File: config.mk
export PLATFORM = sky130hd
export DESIGN_NAME = motoro3_pwm_capture
export DESIGN_NICKNAME = d
export VERILOG_FILES = /design/src/rtl/motoro3_pkg.sv /design/src/rtl/motoro3_edge_sync.sv /design/src/rtl/motoro3_pwm_capture.sv
export SDC_FILE = /design/constraint.sdc
export NUM_CORES = 1
export LEC_CHECK = 0
export CAP_MARGIN = 20
export CORE_ASPECT_RATIO = 1.2
export CORE_MARGIN = 2
export CORE_UTILIZATION = 49
export CTS_CLUSTER_DIAMETER = 100
export DETAILED_ROUTE_END_ITERATION = 8
export PLACE_DENSITY = 0.83
export SLEW_MARGIN = 20
export SYNTH_ARGS = -nofsm -noshare
export SYNTH_HDL_FRONTEND = slang
export SYNTH_HIERARCHICAL = 1
export SYNTH_SLANG_ARGS = --single-unit
File: constraint.sdc
create_clock -name clk -period 7.5 [get_ports clk]
set_input_delay 1.875 -clock clk [delete_from_list [all_inputs] [get_ports clk]]
set_output_delay 1.875 -clock clk [all_outputs]
set_load 0.03 [all_outputs]
File: src/rtl/motoro3_pkg.sv
// Shared motoro3 definitions: capture FSM encoding, default widths, PWM clock
// rate and the posLostAbs saturation value.
package motoro3_pkg;

  typedef enum logic [1:0] {
    IDLE      = 2'd0,
    WAIT_RISE = 2'd1,
    HIGH      = 2'd2,
    LOW       = 2'd3
  } cap_state_e;

  localparam int unsigned CNT_W_DEF  = 12;
  localparam int unsigned ACC_W_DEF  = 16;
  localparam int unsigned PWM_CLK_HZ = 10_000_000;
  localparam logic [15:0] ABS_SAT    = 16'h7FFF;

endpackage

File: src/rtl/motoro3_edge_sync.sv
// Two-flop synchronizer, optional glitch filter and rise/fall pulses for the
// sensed PWM. Filter is built when MOTORO3_PWM_CAP_GLITCH_FILTER_EN is defined.
module motoro3_edge_sync #(
  parameter int unsigned GLITCH_LEN = 3
) (
  input  logic clk,
  input  logic n_rst,
  input  logic pwm_raw,
  output logic pwm_s,
  output logic rise,
  output logic fall
);

  logic       s1;
  logic       s2;
  logic       pwm_d;
  logic [2:0] warm;

  if (GLITCH_LEN == 0) begin : g_bad_glitch_len
    $error("GLITCH_LEN must be at least 1");
  end

`ifdef MOTORO3_PWM_CAP_GLITCH_FILTER_EN
  localparam logic [2:0]  WARM_DONE = 3'd4;
  localparam int unsigned GW        = $clog2(GLITCH_LEN + 1);

  logic          filt;
  logic [GW-1:0] gcnt;

  always_ff @(negedge clk) begin
    if (!n_rst) begin
      filt <= 1'b0;
      gcnt <= '0;
    end else if (warm < 3'd3) begin
      filt <= s2;
      gcnt <= '0;
    end else if (s2 == filt) begin
      gcnt <= '0;
    end else if (gcnt == GW'(GLITCH_LEN - 1)) begin
      filt <= s2;
      gcnt <= '0;
    end else begin
      gcnt <= gcnt + 1'b1;
    end
  end

  assign pwm_s = filt;
`else
  localparam logic [2:0] WARM_DONE = 3'd3;

  assign pwm_s = s2;
`endif

  always_ff @(negedge clk) begin
    if (!n_rst) begin
      s1    <= 1'b0;
      s2    <= 1'b0;
      pwm_d <= 1'b0;
      warm  <= '0;
    end else begin
      s1    <= pwm_raw;
      s2    <= s1;
      pwm_d <= pwm_s;
      if (warm != WARM_DONE) warm <= warm + 1'b1;
    end
  end

  // Edges are masked until the chain holds real samples, so a level already
  // present when reset releases is not mistaken for a fresh edge.
  assign rise = (warm == WARM_DONE) &&  pwm_s && !pwm_d;
  assign fall = (warm == WARM_DONE) && !pwm_s &&  pwm_d;

endmodule

File: src/rtl/motoro3_pwm_capture.sv
// motoro3 PWM capture: per-cycle on/period measurement, per-step on-time
// accumulation, lost-position report and stuck detection.
// Optional glitch filter: MOTORO3_PWM_CAP_GLITCH_FILTER_EN.
module motoro3_pwm_capture
  import motoro3_pkg::*;
#(
  parameter int unsigned      CNT_W      = CNT_W_DEF,
  parameter int unsigned      ACC_W      = ACC_W_DEF,
  parameter logic [CNT_W-1:0] TIMEOUT    = CNT_W'(4095),
  parameter int unsigned      GLITCH_LEN = 3
) (
  input  logic             clk,
  input  logic             nRst,
  input  logic             pwmIn,
  input  logic             capEnable,
  input  logic             stepFirst,
  input  logic             stepLast,
  input  logic [ACC_W-1:0] posWant,
  output logic [CNT_W-1:0] onLen,
  output logic [CNT_W-1:0] periodLen,
  output logic             cycValid,
  output logic [ACC_W-1:0] posReal,
  output logic [ACC_W-1:0] posLost,
  output logic [ACC_W-1:0] posLostAbs,
  output logic             stepValid,
  output logic             stuckHigh,
  output logic             stuckLow
);

  localparam logic [ACC_W-1:0] LOST_MIN = {1'b1, {(ACC_W-1){1'b0}}};
  localparam logic [ACC_W-1:0] LOST_SAT =
    (ACC_W == 16) ? ACC_W'(ABS_SAT) : {1'b0, {(ACC_W-1){1'b1}}};

  cap_state_e       state;
  logic             pwm_s;
  logic             rise;
  logic             fall;
  logic [CNT_W-1:0] on_cnt;
  logic [CNT_W-1:0] per_cnt;
  logic [CNT_W-1:0] idle_cnt;
  logic [CNT_W-1:0] on_inc;
  logic [CNT_W-1:0] per_inc;
  logic [ACC_W-1:0] pos_acc;
  logic [ACC_W-1:0] acc_inc;
  logic [ACC_W-1:0] lost_next;
  logic [ACC_W-1:0] abs_next;

  motoro3_edge_sync #(.GLITCH_LEN(GLITCH_LEN)) u_edge (
    .clk    (clk),
    .n_rst  (nRst),
    .pwm_raw(pwmIn),
    .pwm_s  (pwm_s),
    .rise   (rise),
    .fall   (fall)
  );

  assign on_inc  = (on_cnt  == '1) ? on_cnt  : on_cnt  + 1'b1;
  assign per_inc = (per_cnt == '1) ? per_cnt : per_cnt + 1'b1;

  // acc_inc includes the current clock, so stepLast latches it before a
  // coincident stepFirst clear takes effect.
  always_comb begin
    acc_inc = pos_acc;
    if (state != IDLE && pwm_s && pos_acc != '1) acc_inc = pos_acc + 1'b1;
    lost_next = posWant - acc_inc;
    if (!lost_next[ACC_W-1])       abs_next = lost_next;
    else if (lost_next == LOST_MIN) abs_next = LOST_SAT;
    else                            abs_next = ~lost_next + 1'b1;
  end

  always_ff @(negedge clk) begin
    if (!nRst) begin
      state      <= IDLE;
      on_cnt     <= '0;
      per_cnt    <= '0;
      idle_cnt   <= '0;
      pos_acc    <= '0;
      onLen      <= '0;
      periodLen  <= '0;
      cycValid   <= 1'b0;
      posReal    <= '0;
      posLost    <= '0;
      posLostAbs <= '0;
      stepValid  <= 1'b0;
      stuckHigh  <= 1'b0;
      stuckLow   <= 1'b0;
    end else begin
      cycValid  <= 1'b0;
      stepValid <= 1'b0;
      if (stepLast) begin
        posReal    <= acc_inc;
        posLost    <= lost_next;
        posLostAbs <= abs_next;
        stepValid  <= 1'b1;
      end
      if (rise || fall) begin
        stuckHigh <= 1'b0;
        stuckLow  <= 1'b0;
      end
      if (!capEnable) begin
        state    <= IDLE;
        on_cnt   <= '0;
        per_cnt  <= '0;
        idle_cnt <= '0;
        pos_acc  <= '0;
      end else begin
        pos_acc <= stepFirst ? {{(ACC_W-1){1'b0}}, pwm_s} : acc_inc;
        if (state == IDLE || rise || fall) begin
          idle_cnt <= '0;
        end else if (idle_cnt != TIMEOUT) begin
          idle_cnt <= idle_cnt + 1'b1;
          if (idle_cnt == TIMEOUT - 1'b1) begin
            stuckHigh <= pwm_s;
            stuckLow  <= !pwm_s;
            onLen     <= pwm_s ? '1 : '0;
            periodLen <= '1;
            cycValid  <= 1'b1;
          end
        end
        case (state)
          IDLE: begin
            state   <= WAIT_RISE;
            on_cnt  <= '0;
            per_cnt <= '0;
          end
          WAIT_RISE: begin
            if (rise) begin
              state   <= HIGH;
              on_cnt  <= CNT_W'(1);
              per_cnt <= CNT_W'(1);
            end
          end
          HIGH: begin
            per_cnt <= per_inc;
            if (fall) state  <= LOW;
            else      on_cnt <= on_inc;
          end
          LOW: begin
            if (rise) begin
              state     <= HIGH;
              onLen     <= on_cnt;
              periodLen <= per_cnt;
              cycValid  <= 1'b1;
              on_cnt    <= CNT_W'(1);
              per_cnt   <= CNT_W'(1);
            end else begin
              per_cnt <= per_inc;
            end
          end
          default: state <= IDLE;
        endcase
      end
    end
  end

endmodule

[Yosys cells after proc, flatten, opt, wreduce, memory -nomap -nowiden]
Index checks and enable logic that the tools add are counted.
Storage, ports and cells
  flip-flop bits (word level): 136
  bits of input ports: 22
  output and inout bits: 76
  word-level logic and storage cells: 105
Cells by class
  add/sub/neg operators: 7
  equality and inequality tests: 16
  mux-type cells: 41
  bitwise gates (word level): 3
  reductions and logical operators: 19
Operators with widths (number)
  2-to-1 mux 12 bit: 16
  2-to-1 mux 16 bit: 3
  case mux 12 bit (4 select lines): 1
  adder 12 x 1 -> 12 bit, second input constant: 3
  == test 12 bit, second input constant: 3
  case mux 12 bit (3 select lines): 1
  adder 16 x 1 -> 16 bit, second input constant: 2
  2-to-1 mux 1 bit: 17
  == test 16 bit, second input constant: 1
  inequality test 16 bit, second input constant: 1
  NOT 16 bit: 1
  subtractor 16 bit: 1
  inequality test 12 bit, second input constant: 1
  inequality test 2 bit, second input constant: 4
  logical AND 1 bit: 6
  case mux 2 bit (3 select lines): 1
  OR reduction 3 bit: 2
  == test 2 bit, second input constant: 2
  2-to-1 mux 2 bit: 2
  AND reduction 2 bit: 2
  adder 3 x 1 -> 3 bit, second input constant: 1
  == test 3 x 2 -> 1 bit, second input constant: 1
  logical OR 1 bit: 3
  inequality test 3 x 2 -> 1 bit, second input constant: 1
  8 further kinds: 10

[Logic depth before layout (Yosys ltp)]
  depth in word-level cells: 9
  mapped depth: 23
  depth with buffers taken out: 21

[Hierarchy]
Netlist, hierarchy kept.
By module, submodules not included
  motoro3_pwm_capture: times used 1, cells an instance 830, area an instance 6921.6 um2, seq. area each 2602.5 um2
  motoro3_edge_sync: times used 1, cells an instance 23, area an instance 237.7 um2, seq. area each 120.1 um2

==> flow_metrics.env <==
export IMPL_crit_path_frequent_cell="a211oi_2"
export IMPL_slew_headroom_pct=31.4
export IMPL_cp_max_fo=7
export IMPL_antenna_cells=0
export IMPL_hold_buffers=0
export IMPL_synth_top_cell_by_area="dfxtp_1"
export IMPL_cts_sinks=136
export IMPL_dr_pass1_iters=6
export IMPL_cts_buffers=17
export IMPL_clock_latency_ns=0.48
export IMPL_multi_input_area_sq_mm=0.00451
export IMPL_cts_max_level=4
export IMPL_ys_ff_latch=136
export IMPL_grt_pass1_wl_mm=32.9
export IMPL_worst_path_largest_cell_delay_ns=0.56
export IMPL_dpl_hpwl_mm=13.3
export IMPL_pre_cts_ws_ns=-2.24
export IMPL_globalRouteOverflowTotal=0
export IMPL_powerDensity_mw_per_mm2=213
export IMPL_grt_usage_pct=26.2
export IMPL_final_util_pct=72.4
export IMPL_tns_ns=-25.05
export IMPL_yosys_most_used_dff="dfxtp_1"
export IMPL_crit_chain="buf_8 > inv_12 > ha_4 > inv_2 > fa_2 > a211oi_2 > nor2_2 > a211oi_2 > buf_4 > nor3_1 > a221o_1 > o221ai_2 > o211a_4 > xnor2_4 > or4b_4 > or4_4 > and2_4 > a21oi_2"
export IMPL_seqCellArea_sq_mm=0.00272
export IMPL_synthDominantCellAreaShare_pct=38.0
export IMPL_crit_type="in -> reg"
export IMPL_cts_tree="built"
export IMPL_die_w_um=114
export IMPL_rsz0062_at_grt="true"
export IMPL_status="finished with violations"
export IMPL_synthCells=853
export IMPL_critPathArrivalTime_ns=5.51
export IMPL_io_buffers=97
export IMPL_postRouteAntennaNets=0
export IMPL_synth_edff_count=0
export IMPL_setup_viol=24
export IMPL_avgSynthCellArea_sq_um=8.39
export IMPL_cp_end_kind="register"
export IMPL_clock_path_buffers=2
export IMPL_final_hold_viol_count=0
export IMPL_violations="setup timing"
export IMPL_cpLargestDelayFamily="simple AND/OR/NAND/NOR gates"
export IMPL_async_reset_ff_share_pct=0
export IMPL_layout_commonest_cell="inv_1"
export IMPL_worst_slew_pin_slew_ns=1.03
export IMPL_cp_start_kind="primary input"
export IMPL_clk_pin_slew_ns=0.04
export IMPL_slew_violations=0
export IMPL_syn_nets=892
export IMPL_fin_worst_skew_ns=0.0270
export IMPL_grt_pass1_vias=7531
export IMPL_p_seq_share_pct=34.7
export IMPL_power_w=0.00221
export IMPL_drt_total_wl_mm=20.6
export IMPL_num_vias=7470
export IMPL_clkPwrFrac_pct=52.1
export IMPL_cp_required_ns=4.13
export IMPL_fin_hold_ws_ns=0.446
export IMPL_drive_above_1_share_pct=18.7
export IMPL_post_drt_wl_per_cell_um=15.4
export IMPL_irDropWorstVdd_mv=0.154
export IMPL_pwr_share_comb_pct=13.2
export IMPL_rows=48
export IMPL_p_int_w=0.00148
export IMPL_clock_root_buffer="clkbuf_16"
export IMPL_core_area_sq_mm=0.0144
export IMPL_die_height_um=136
export IMPL_route_detailed_drc=0
export IMPL_antenna_found_initial=0
export IMPL_place_congestion=0.858
export IMPL_switching_power_w=0.000726
export IMPL_initial_core_util_pct=49.9
export IMPL_yosysSeqAreaShare_pct=38.0
export IMPL_drt_iter0_drc=502
export IMPL_routed_via_density=5.57
export IMPL_nFillCells=984
export IMPL_grt_max_degree=65
export IMPL_hold_class="reg -> reg"
export IMPL_cap_violations=0
export IMPL_ys_types=84
export IMPL_synth_area_sq_mm=0.00716
export IMPL_area_growth_pct=45.1
export IMPL_ys_top_cells_by_area="dfxtp_1, nor2_1, o21ai_0, nand2_1, o211a_1"
export IMPL_power_leakage_nw=4.73
export IMPL_dieArea_sq_mm=0.0156
export IMPL_layout_setup_ws_ns=-1.38
export IMPL_ys_warn_count=6
export IMPL_layout_common_cells="inv_1, dfxtp_1, nor2_1"
export IMPL_slowest_stage="or4b_4"
export IMPL_nNetsFinal=1192
export IMPL_crit_buf_inv=4
export IMPL_switching_share_pct=32.9
export IMPL_ioPinCount=98
cell families (layout without fill, tap and decap cells):
family / after synthesis / count (layout) / synth area share (%)
compound gates: 221 / 221 / 21.5
buf+inv: 63 / 376 / 3.56
xor+xnor: 47 / 47 / 6.68
fa+ha+maj: 17 / 17 / 3.08
simple gates: 351 / 351 / 24.6
flops: 136 / 136 / 38.0
mux: 18 / 18 / 2.53
stage by stage:
stage	area, sq um	std cells
after floorplan	7310	853
after global placement	8920	1162
after detailed placement	8920	1162
after CTS	10200	1336
after global routing	10400	1341
final	10400	1341
power groups by stage:
stage / Clock (W) / Combinational, W / Sequential (W)
floorplan: 0.000111 / 0.000119 / 0.000807
global placement: 0.000111 / 0.000255 / 0.000775
detailed placement: 0.000111 / 0.000260 / 0.000776
CTS: 0.00117 / 0.000279 / 0.000766
global route: 0.00126 / 0.000310 / 0.000767
finish: 0.00115 / 0.000291 / 0.000767
routing by layer:
metal  GRT usage [%]  part of all wire [%]
met5               0                     0
met4            15.4                   2.8
met3            8.02                   5.7
met2            45.5                    52
met1            28.0                    40
final cells by class:
cell class / instances / share of cell area (%)
Sequential cell: 136 / 26.2
Tap cell: 175 / 2.11
Clock inverter: 151 / 6.53
Inverter: 16 / 0.699
Multi-Input combinational cell: 654 / 43.4
Timing Repair Buffer: 192 / 16.9
Clock buffer: 17 / 4.10
cell usage after synthesis (all sizes together), types with 9 or more instances:
master,n
clkbuf,36
a21oi,55
nand3,26
or3,12
a211oi,11
o211a,27
buf,9
xor2,27
o21ai,70
and3,13
nor2b,19
xnor2,18
and2,15
nor3,15
inv,18
nor2,128
ha,16
mux2i,17
nand4,12
dfxtp,136
nand2,76
registers in the layout, indices dropped and copies added, names as in the netlist:
name / cells
posLostAbs: 16
posLost: 16
posReal: 16
pos_acc: 16
idle_cnt: 12
onLen: 12
on_cnt: 12
per_cnt: 12
periodLen: 12
u_edge/warm: 3
state: 2
cycValid: 1
stepValid: 1
stuckHigh: 1
stuckLow: 1
u_edge/pwm_d: 1
u_edge/pwm_s: 1
u_edge/s1: 1
final timing paths:
check | slack (ns) | cells past startpoint | startpoint | end
worst max-delay path | -1.38 | 18 | posWant[0] | posLostAbs[2]$_SDFFE_NN0P_
worst min-delay path | 0.45 | 1 | u_edge/s1$_SDFF_NN0_ | u_edge/pwm_s$_SDFF_NN0_
worst max register to register | 1.62 | 18 | pos_acc[0]$_SDFF_NN0_ | posLostAbs[2]$_SDFFE_NN0P_
worst min register to register | 0.45 | 1 | u_edge/s1$_SDFF_NN0_ | u_edge/pwm_s$_SDFF_NN0_
timing repair:
| item | in CTS | in global routing |
|---|---|---|
| gates resized for setup | 59 | 24 |
| buffers inserted | 9 | 7 |
| pin swaps | 25 | 19 |
| endpoints found under the setup margin | 28 | 26 |
worst register-to-register path, delay by kind of cell (launching register included):
kind | cells | cell delay (ns)
and+or+nand+nor | 9 | 3.15
muxes | 1 | 0.53
adders and majority gates | 2 | 0.52
AOI/OAI and AO/OA | 5 | 1.09
DFF | 1 | 0.39
xor gates and xnor gates | 1 | 0.15
Power figures use the tool's default switching activity.
